==> src/rtl/alu_pkg.sv <==
// Shared definitions for the ALU command sequencer: opcodes, opcode width and FSM states.
package alu_pkg;

    localparam int OP_W = 3;

    localparam logic [OP_W-1:0] OP_ADD  = 3'd0;
    localparam logic [OP_W-1:0] OP_SUB  = 3'd1;
    localparam logic [OP_W-1:0] OP_XOR  = 3'd2;
    localparam logic [OP_W-1:0] OP_OR   = 3'd3;
    localparam logic [OP_W-1:0] OP_AND  = 3'd4;
    localparam logic [OP_W-1:0] OP_LAST = OP_AND;

    typedef enum logic [1:0] {
        IDLE,
        EXEC,
        HOLD
    } state_t;

    // Legal opcodes run from OP_ADD to OP_LAST; higher encodings are rejected before reaching the ALU.
    function automatic logic op_is_legal(input logic [OP_W-1:0] op);
        return (op <= OP_LAST);
    endfunction

endpackage

==> src/rtl/alu_cmd_fifo.sv <==
// Synchronous command FIFO holding packed {op, a, b, acc} entries for the sequencer.
// DEPTH must be a power of two so the pointers wrap naturally.
module alu_cmd_fifo
    import alu_pkg::*;
#(
    parameter int WIDTH = 8,
    parameter int DEPTH = 4
)(
    input  logic                     clk,
    input  logic                     rst,
    input  logic                     push,
    input  logic [OP_W-1:0]          push_op,
    input  logic [WIDTH-1:0]         push_a,
    input  logic [WIDTH-1:0]         push_b,
    input  logic                     push_acc,
    input  logic                     pop,
    output logic [OP_W-1:0]          head_op,
    output logic [WIDTH-1:0]         head_a,
    output logic [WIDTH-1:0]         head_b,
    output logic                     head_acc,
    output logic                     full,
    output logic                     empty,
    output logic [$clog2(DEPTH):0]   level
);

    localparam int PTR_W   = $clog2(DEPTH);
    localparam int LVL_W   = PTR_W + 1;
    localparam int ENTRY_W = OP_W + 2 * WIDTH + 1;
    localparam logic [LVL_W-1:0] FULL_LVL = LVL_W'(DEPTH);

    typedef logic [ENTRY_W-1:0] entry_t;

    entry_t             mem_q [DEPTH];
    entry_t             mem_d [DEPTH];
    logic [PTR_W-1:0]   wr_ptr_q, wr_ptr_d;
    logic [PTR_W-1:0]   rd_ptr_q, rd_ptr_d;
    logic [LVL_W-1:0]   level_q, level_d;
    entry_t             push_entry;

    assign push_entry = {push_op, push_a, push_b, push_acc};
    assign {head_op, head_a, head_b, head_acc} = mem_q[rd_ptr_q];

    assign full  = (level_q == FULL_LVL);
    assign empty = (level_q == '0);
    assign level = level_q;

    // Next-state for storage, pointers and occupancy; simultaneous push and pop keeps the level.
    always_comb begin
        mem_d    = mem_q;
        wr_ptr_d = wr_ptr_q;
        rd_ptr_d = rd_ptr_q;
        level_d  = level_q;
        if (push) begin
            mem_d[wr_ptr_q] = push_entry;
            wr_ptr_d        = wr_ptr_q + PTR_W'(1);
        end
        if (pop) begin
            rd_ptr_d = rd_ptr_q + PTR_W'(1);
        end
        case ({push, pop})
            2'b10:   level_d = level_q + LVL_W'(1);
            2'b01:   level_d = level_q - LVL_W'(1);
            default: level_d = level_q;
        endcase
    end

    // Register the FIFO state; reset empties it and clears stored entries.
    always_ff @(posedge clk) begin
        if (rst) begin
            for (int i = 0; i < DEPTH; i++) begin
                mem_q[i] <= '0;
            end
            wr_ptr_q <= '0;
            rd_ptr_q <= '0;
            level_q  <= '0;
        end else begin
            mem_q    <= mem_d;
            wr_ptr_q <= wr_ptr_d;
            rd_ptr_q <= rd_ptr_d;
            level_q  <= level_d;
        end
    end

endmodule

==> src/rtl/alu_cmd_sequencer.sv <==
// Issue stage for the 8-bit ALU: queues commands, drives registered operands,
// captures the ALU result into a handshaked output register and keeps an accumulator.
module alu_cmd_sequencer
    import alu_pkg::*;
#(
    parameter int WIDTH = 8,
    parameter int DEPTH = 4
)(
    input  logic                     clk,
    input  logic                     rst,
    input  logic                     cmd_valid,
    output logic                     cmd_ready,
    input  logic [OP_W-1:0]          cmd_op,
    input  logic [WIDTH-1:0]         cmd_a,
    input  logic [WIDTH-1:0]         cmd_b,
    input  logic                     cmd_acc,
    output logic [WIDTH-1:0]         alu_a,
    output logic [WIDTH-1:0]         alu_b,
    output logic [OP_W-1:0]          alu_op,
    input  logic [WIDTH-1:0]         alu_out,
    input  logic                     alu_carry,
    output logic                     res_valid,
    input  logic                     res_ready,
    output logic [WIDTH-1:0]         res_data,
    output logic                     res_carry,
    output logic                     res_err,
    output logic [$clog2(DEPTH):0]   cmd_level
);

    state_t             state_q, state_d;
    logic [WIDTH-1:0]   alu_a_q, alu_a_d;
    logic [WIDTH-1:0]   alu_b_q, alu_b_d;
    logic [OP_W-1:0]    alu_op_q, alu_op_d;
    logic               res_valid_q, res_valid_d;
    logic [WIDTH-1:0]   res_data_q, res_data_d;
    logic               res_carry_q, res_carry_d;
    logic               res_err_q, res_err_d;
    logic [WIDTH-1:0]   acc_q, acc_d;

    logic               fifo_full, fifo_empty;
    logic               push, pop, take;
    logic [OP_W-1:0]    head_op;
    logic [WIDTH-1:0]   head_a, head_b;
    logic               head_acc;

    // Ready comes from the registered full flag and is held low during reset.
    assign cmd_ready = !rst && !fifo_full;
    assign push      = cmd_valid && cmd_ready;

    alu_cmd_fifo #(
        .WIDTH (WIDTH),
        .DEPTH (DEPTH)
    ) u_fifo (
        .clk      (clk),
        .rst      (rst),
        .push     (push),
        .push_op  (cmd_op),
        .push_a   (cmd_a),
        .push_b   (cmd_b),
        .push_acc (cmd_acc),
        .pop      (pop),
        .head_op  (head_op),
        .head_a   (head_a),
        .head_b   (head_b),
        .head_acc (head_acc),
        .full     (fifo_full),
        .empty    (fifo_empty),
        .level    (cmd_level)
    );

    // FSM next-state: pop from IDLE or on result consumption, issue legal ops, flag illegal ones.
    always_comb begin
        state_d     = state_q;
        alu_a_d     = alu_a_q;
        alu_b_d     = alu_b_q;
        alu_op_d    = alu_op_q;
        res_valid_d = res_valid_q;
        res_data_d  = res_data_q;
        res_carry_d = res_carry_q;
        res_err_d   = res_err_q;
        acc_d       = acc_q;
        take        = 1'b0;
        pop         = 1'b0;

        case (state_q)
            IDLE: begin
                take = !fifo_empty;
            end
            EXEC: begin
                res_data_d  = alu_out;
                res_carry_d = alu_carry;
                res_err_d   = 1'b0;
                res_valid_d = 1'b1;
                state_d     = HOLD;
            end
            HOLD: begin
                if (res_ready) begin
                    res_valid_d = 1'b0;
                    if (!res_err_q) begin
                        acc_d = res_data_q;
                    end
                    take    = !fifo_empty;
                    state_d = IDLE;
                end
            end
            default: begin
                state_d = IDLE;
            end
        endcase

        // acc_d already reflects a result consumed on this same edge.
        if (take) begin
            pop = 1'b1;
            if (op_is_legal(head_op)) begin
                alu_a_d  = head_acc ? acc_d : head_a;
                alu_b_d  = head_b;
                alu_op_d = head_op;
                state_d  = EXEC;
            end else begin
                res_data_d  = '0;
                res_carry_d = 1'b0;
                res_err_d   = 1'b1;
                res_valid_d = 1'b1;
                state_d     = HOLD;
            end
        end
    end

    // Register FSM state and all outputs; reset clears everything and drops held results.
    always_ff @(posedge clk) begin
        if (rst) begin
            state_q     <= IDLE;
            alu_a_q     <= '0;
            alu_b_q     <= '0;
            alu_op_q    <= OP_ADD;
            res_valid_q <= 1'b0;
            res_data_q  <= '0;
            res_carry_q <= 1'b0;
            res_err_q   <= 1'b0;
            acc_q       <= '0;
        end else begin
            state_q     <= state_d;
            alu_a_q     <= alu_a_d;
            alu_b_q     <= alu_b_d;
            alu_op_q    <= alu_op_d;
            res_valid_q <= res_valid_d;
            res_data_q  <= res_data_d;
            res_carry_q <= res_carry_d;
            res_err_q   <= res_err_d;
            acc_q       <= acc_d;
        end
    end

    assign alu_a     = alu_a_q;
    assign alu_b     = alu_b_q;
    assign alu_op    = alu_op_q;
    assign res_valid = res_valid_q;
    assign res_data  = res_data_q;
    assign res_carry = res_carry_q;
    assign res_err   = res_err_q;

endmodule

==> config.mk <==
export PLATFORM = sky130hd
export DESIGN_NAME = alu_cmd_sequencer
export DESIGN_NICKNAME = d
export VERILOG_FILES = /design/src/rtl/alu_pkg.sv /design/src/rtl/alu_cmd_fifo.sv /design/src/rtl/alu_cmd_sequencer.sv
export SDC_FILE = /design/constraint.sdc
export NUM_CORES = 1
export LEC_CHECK = 0
export BUFFER_PORTS_ARGS = -buffer_cell sky130_fd_sc_hd__buf_2
export CORE_MARGIN = 3
export CORE_UTILIZATION = 62
export DETAILED_ROUTE_END_ITERATION = 8
export PLACE_DENSITY = 0.89
export SETUP_SLACK_MARGIN = 0.02
export SLEW_MARGIN = 20
export SYNTH_ARGS = -nofsm -noshare
export SYNTH_HDL_FRONTEND = slang
export SYNTH_SLANG_ARGS = --single-unit
==> constraint.sdc <==
create_clock -name clk -period 4.35 [get_ports clk]
set_clock_uncertainty 0.1 [all_clocks]
set_input_delay 0.6525 -clock clk [delete_from_list [all_inputs] [get_ports clk]]
set_output_delay 0.6525 -clock clk [all_outputs]
set_load 0.02 [all_outputs]
==> results.json <==
{
  "status": "complete, no violations",
  "avgSynthCellArea_um2": 10.8,
  "hp-start": "rst",
  "ys.flop_type": "dfxtp_1",
  "syn_area_mm2": 0.00537,
  "io_pins": 67,
  "post-cts-setup-buffer-count": 0,
  "slew_headroom_pct": 44.0,
  "antenna_found_initial": 0,
  "port_buffers": 66,
  "placed_cell_area_mm2": 0.00570,
  "cts_tree": "built",
  "cp_num_buf_inv": 3,
  "synth-seq-area-share_pct": 47.3,
  "rsz0062_at_grt": "false",
  "synth_top_area_cell": "dfxtp_1",
  "p_per_area_mw_per_mm2": 577,
  "critPathLaunch": "state_q[0]",
  "path_max_fanout": 22,
  "start_util_pct": 64.8,
  "grt_pass1_wl_mm": 21.4,
  "synth_top_area_share_pct": 47.3,
  "vias": 4112,
  "netlist_top_cells_count": "dfxtp_1 (127), mux2i_1 (97), nor2_1 (89), a21oi_1 (23), mux4_2 (20)",
  "max_cap_viol_count": 0,
  "cp_slowest_cell": "inv_1",
  "cts_hold_buf": 0,
  "finalPower_mw": 3.66,
  "max_stage_delay_ps": 580,
  "start_kind": "flip-flop",
  "cp_cell_sequence": "inv_1, ha_1, a21oi_1, or2_2, inv_1, ha_1, inv_1, fa_1, xor2_1, or3_1, a21oi_1",
  "drtIter0Drc": 263,
  "design_area_mm2": 0.00633,
  "cts_sinks": 127,
  "synthCells": 497,
  "setup_viol": 0,
  "worst_setup_path_end_kind": "flip-flop",
  "synth.distinct_cells": 38,
  "clock_path_buffers": 2,
  "yosys.cell_count.top_type": "dfxtp_1",
  "htree_levels": 4,
  "antenna_cells": 0,
  "clk_latency_ps": 520,
  "cts_resized": 0,
  "dr.pass1.iters": 5,
  "cp.required_ps": 4710,
  "ys.warnings.count": 0,
  "fin_setup_tns_ps": 0,
  "slew_violations": 0,
  "clk_pin_slew_ps": 60,
  "worst_slew_pin_slew_ps": 839,
  "cp_data_arrival_time_ps": 3680,
  "hold_path.class": "primary input to flip-flop",
  "final_antenna_net_count": 0,
  "drive_above_1_share_pct": 26.3,
  "grt-busiest-layer": "met2",
  "cts_root_buf": "clkbuf_8",
  "crit_type": "flip-flop to flip-flop",
  "grt_max_degree": 115,
  "min_period_over_period_pct": 76.3,
  "min_period_ps": 3320,
  "fmax_mhz": 301,
  "use_met2_pct": 46.8,
  "crit_family": "adder cells",
  "synthTopCellsByArea": "dfxtp_1 (47%), mux2i_1 (18%), mux4_2 (8.4%)",
  "grt_pass1_vias": 4131,
  "routed_wl_mm": 13.4,
  "rows": 33,
  "finalHoldViolations": 0,
  "fp.dieH_um": 99.1,
  "coreArea_mm2": 0.00830,
  "async_flop_share_pct": 0,
  "nets": 596,
  "cp_common_cell": "inv_1",
  "syn2layout_area_growth_pct": 17.9,
  "die_w_um": 99.1,
  "vdd_drop_max_v": 0.000304,
  "place_hpwl_mm": 7.49,
  "grt_use_met1_pct": 33.9,
  "avgViaCountPerCell": 6.12,
  "drc_errors": 0,
  "fp.dieArea_mm2": 0.00982,
  "synth_seq_cells": 127,
  "syn-num-nets": 539,
  "cts_buffers": 17,
  "track_usage_pct": 28.0,
  "grtUsageMet3_pct": 7.85,
  "crit-reg2reg-launch": "state_q[0]",
  "p_leak_nw": 3.00,
  "place_congestion": 0.786,
  "routedWlPerCell_um": 20.0,
  "synth_edf_count": 0,
  "grt_overflow": 0
}
[per-stage QoR]
| step | cells | util (%) | hold slack (ps) | worst slack, ps |
|---|---|---|---|---|
| finish | 672 | 76.3 | 279 | 1030 |
| global route | 672 | 76.3 | 277 | 875 |
| CTS | 672 | 76.3 | 254 | 1070 |
| detailed placement | 640 | 68.7 | 371 | 1040 |
| global placement | 640 | 68.7 | 369 | 1160 |
| floorplan | 497 | - | 358 | 1570 |
[worst paths after layout]
check                           depth (start not counted)               to  slack [ps]
worst max-delay path                                   11  u_fifo.level[2]        1030
worst min-delay path                                    2  u_fifo.level[2]         280
worst max register to register                         11  u_fifo.level[2]        1030
worst min register to register                          2          res_err         390
[final cells by class]
cell class	count	area, um2
Clock buffer	19	442
Clock inverter	13	188
Fill cell	509	1970
Inverter	9	33.8
Multi-Input combinational cell	326	2610
Sequential cell	127	2540
Tap cell	105	131
Timing Repair Buffer	73	389
[registers in the layout (all words and copies together), names as in the netlist]
signal,flops
u_fifo.mem_q,80
res_carry,1
state_q,2
res_err,1
alu_op,3
u_fifo.rd_ptr_q,2
res_valid,1
alu_a,8
u_fifo.wr_ptr_q,2
res_data,8
u_fifo.level,3
alu_b,8
acc_q,8
[report_power, final]
part | switching (mW) | internal, mW
Combinational | 0.496 | 0.319
Clock | 0.524 | 0.961
Sequential | 0.0922 | 1.26
Total | 1.11 | 2.54
[metal layers]
metal	up-vias	part of all wire [%]
li1	1841	-
met1	2012	40
met2	217	50
met3	42	6.9
met4	0	2.6
met5	-	0
[logic make-up after synthesis]
| kind of cell | share of synthesized area [%] |
|---|---|
| simple gates | 11.6 |
| flops | 47.3 |
| mux | 28.3 |
| compound gates | 5.54 |
| buf+inv | 4.17 |
| fa+ha+maj | 2.24 |
| xor+xnor | 0.815 |
[cell usage in the layout, fill, tap and decap left out, types with 2 or more instances in the layout]
cell	count
clkinv_4	2
o21ai_0	12
clkbuf_8	3
nor2_1	89
mux4_2	20
nor3_1	2
mux2i_1	97
a211oi_1	8
nor2_2	10
nand4b_1	4
clkinvlp_4	6
buf_4	7
nand3b_1	2
xor2_1	2
inv_1	9
a21oi_1	23
dfxtp_1	127
bufinv_16	4
clkbuf_16	16
xnor2_1	3
mux2_2	9
nor2b_1	10
buf_2	65
ha_1	8
nand2_1	5
nand3_1	8
[worst reg2reg max path, stage by stage (launching register included)]
cell,delay (ps)
dfxtp_1,310
inv_1,110
ha_1,210
a21oi_1,140
or2_2,410
inv_1,580
ha_1,330
inv_1,70
fa_1,380
xor2_1,170
or3_1,320
a21oi_1,140
Power figures use the tool's default switching activity.
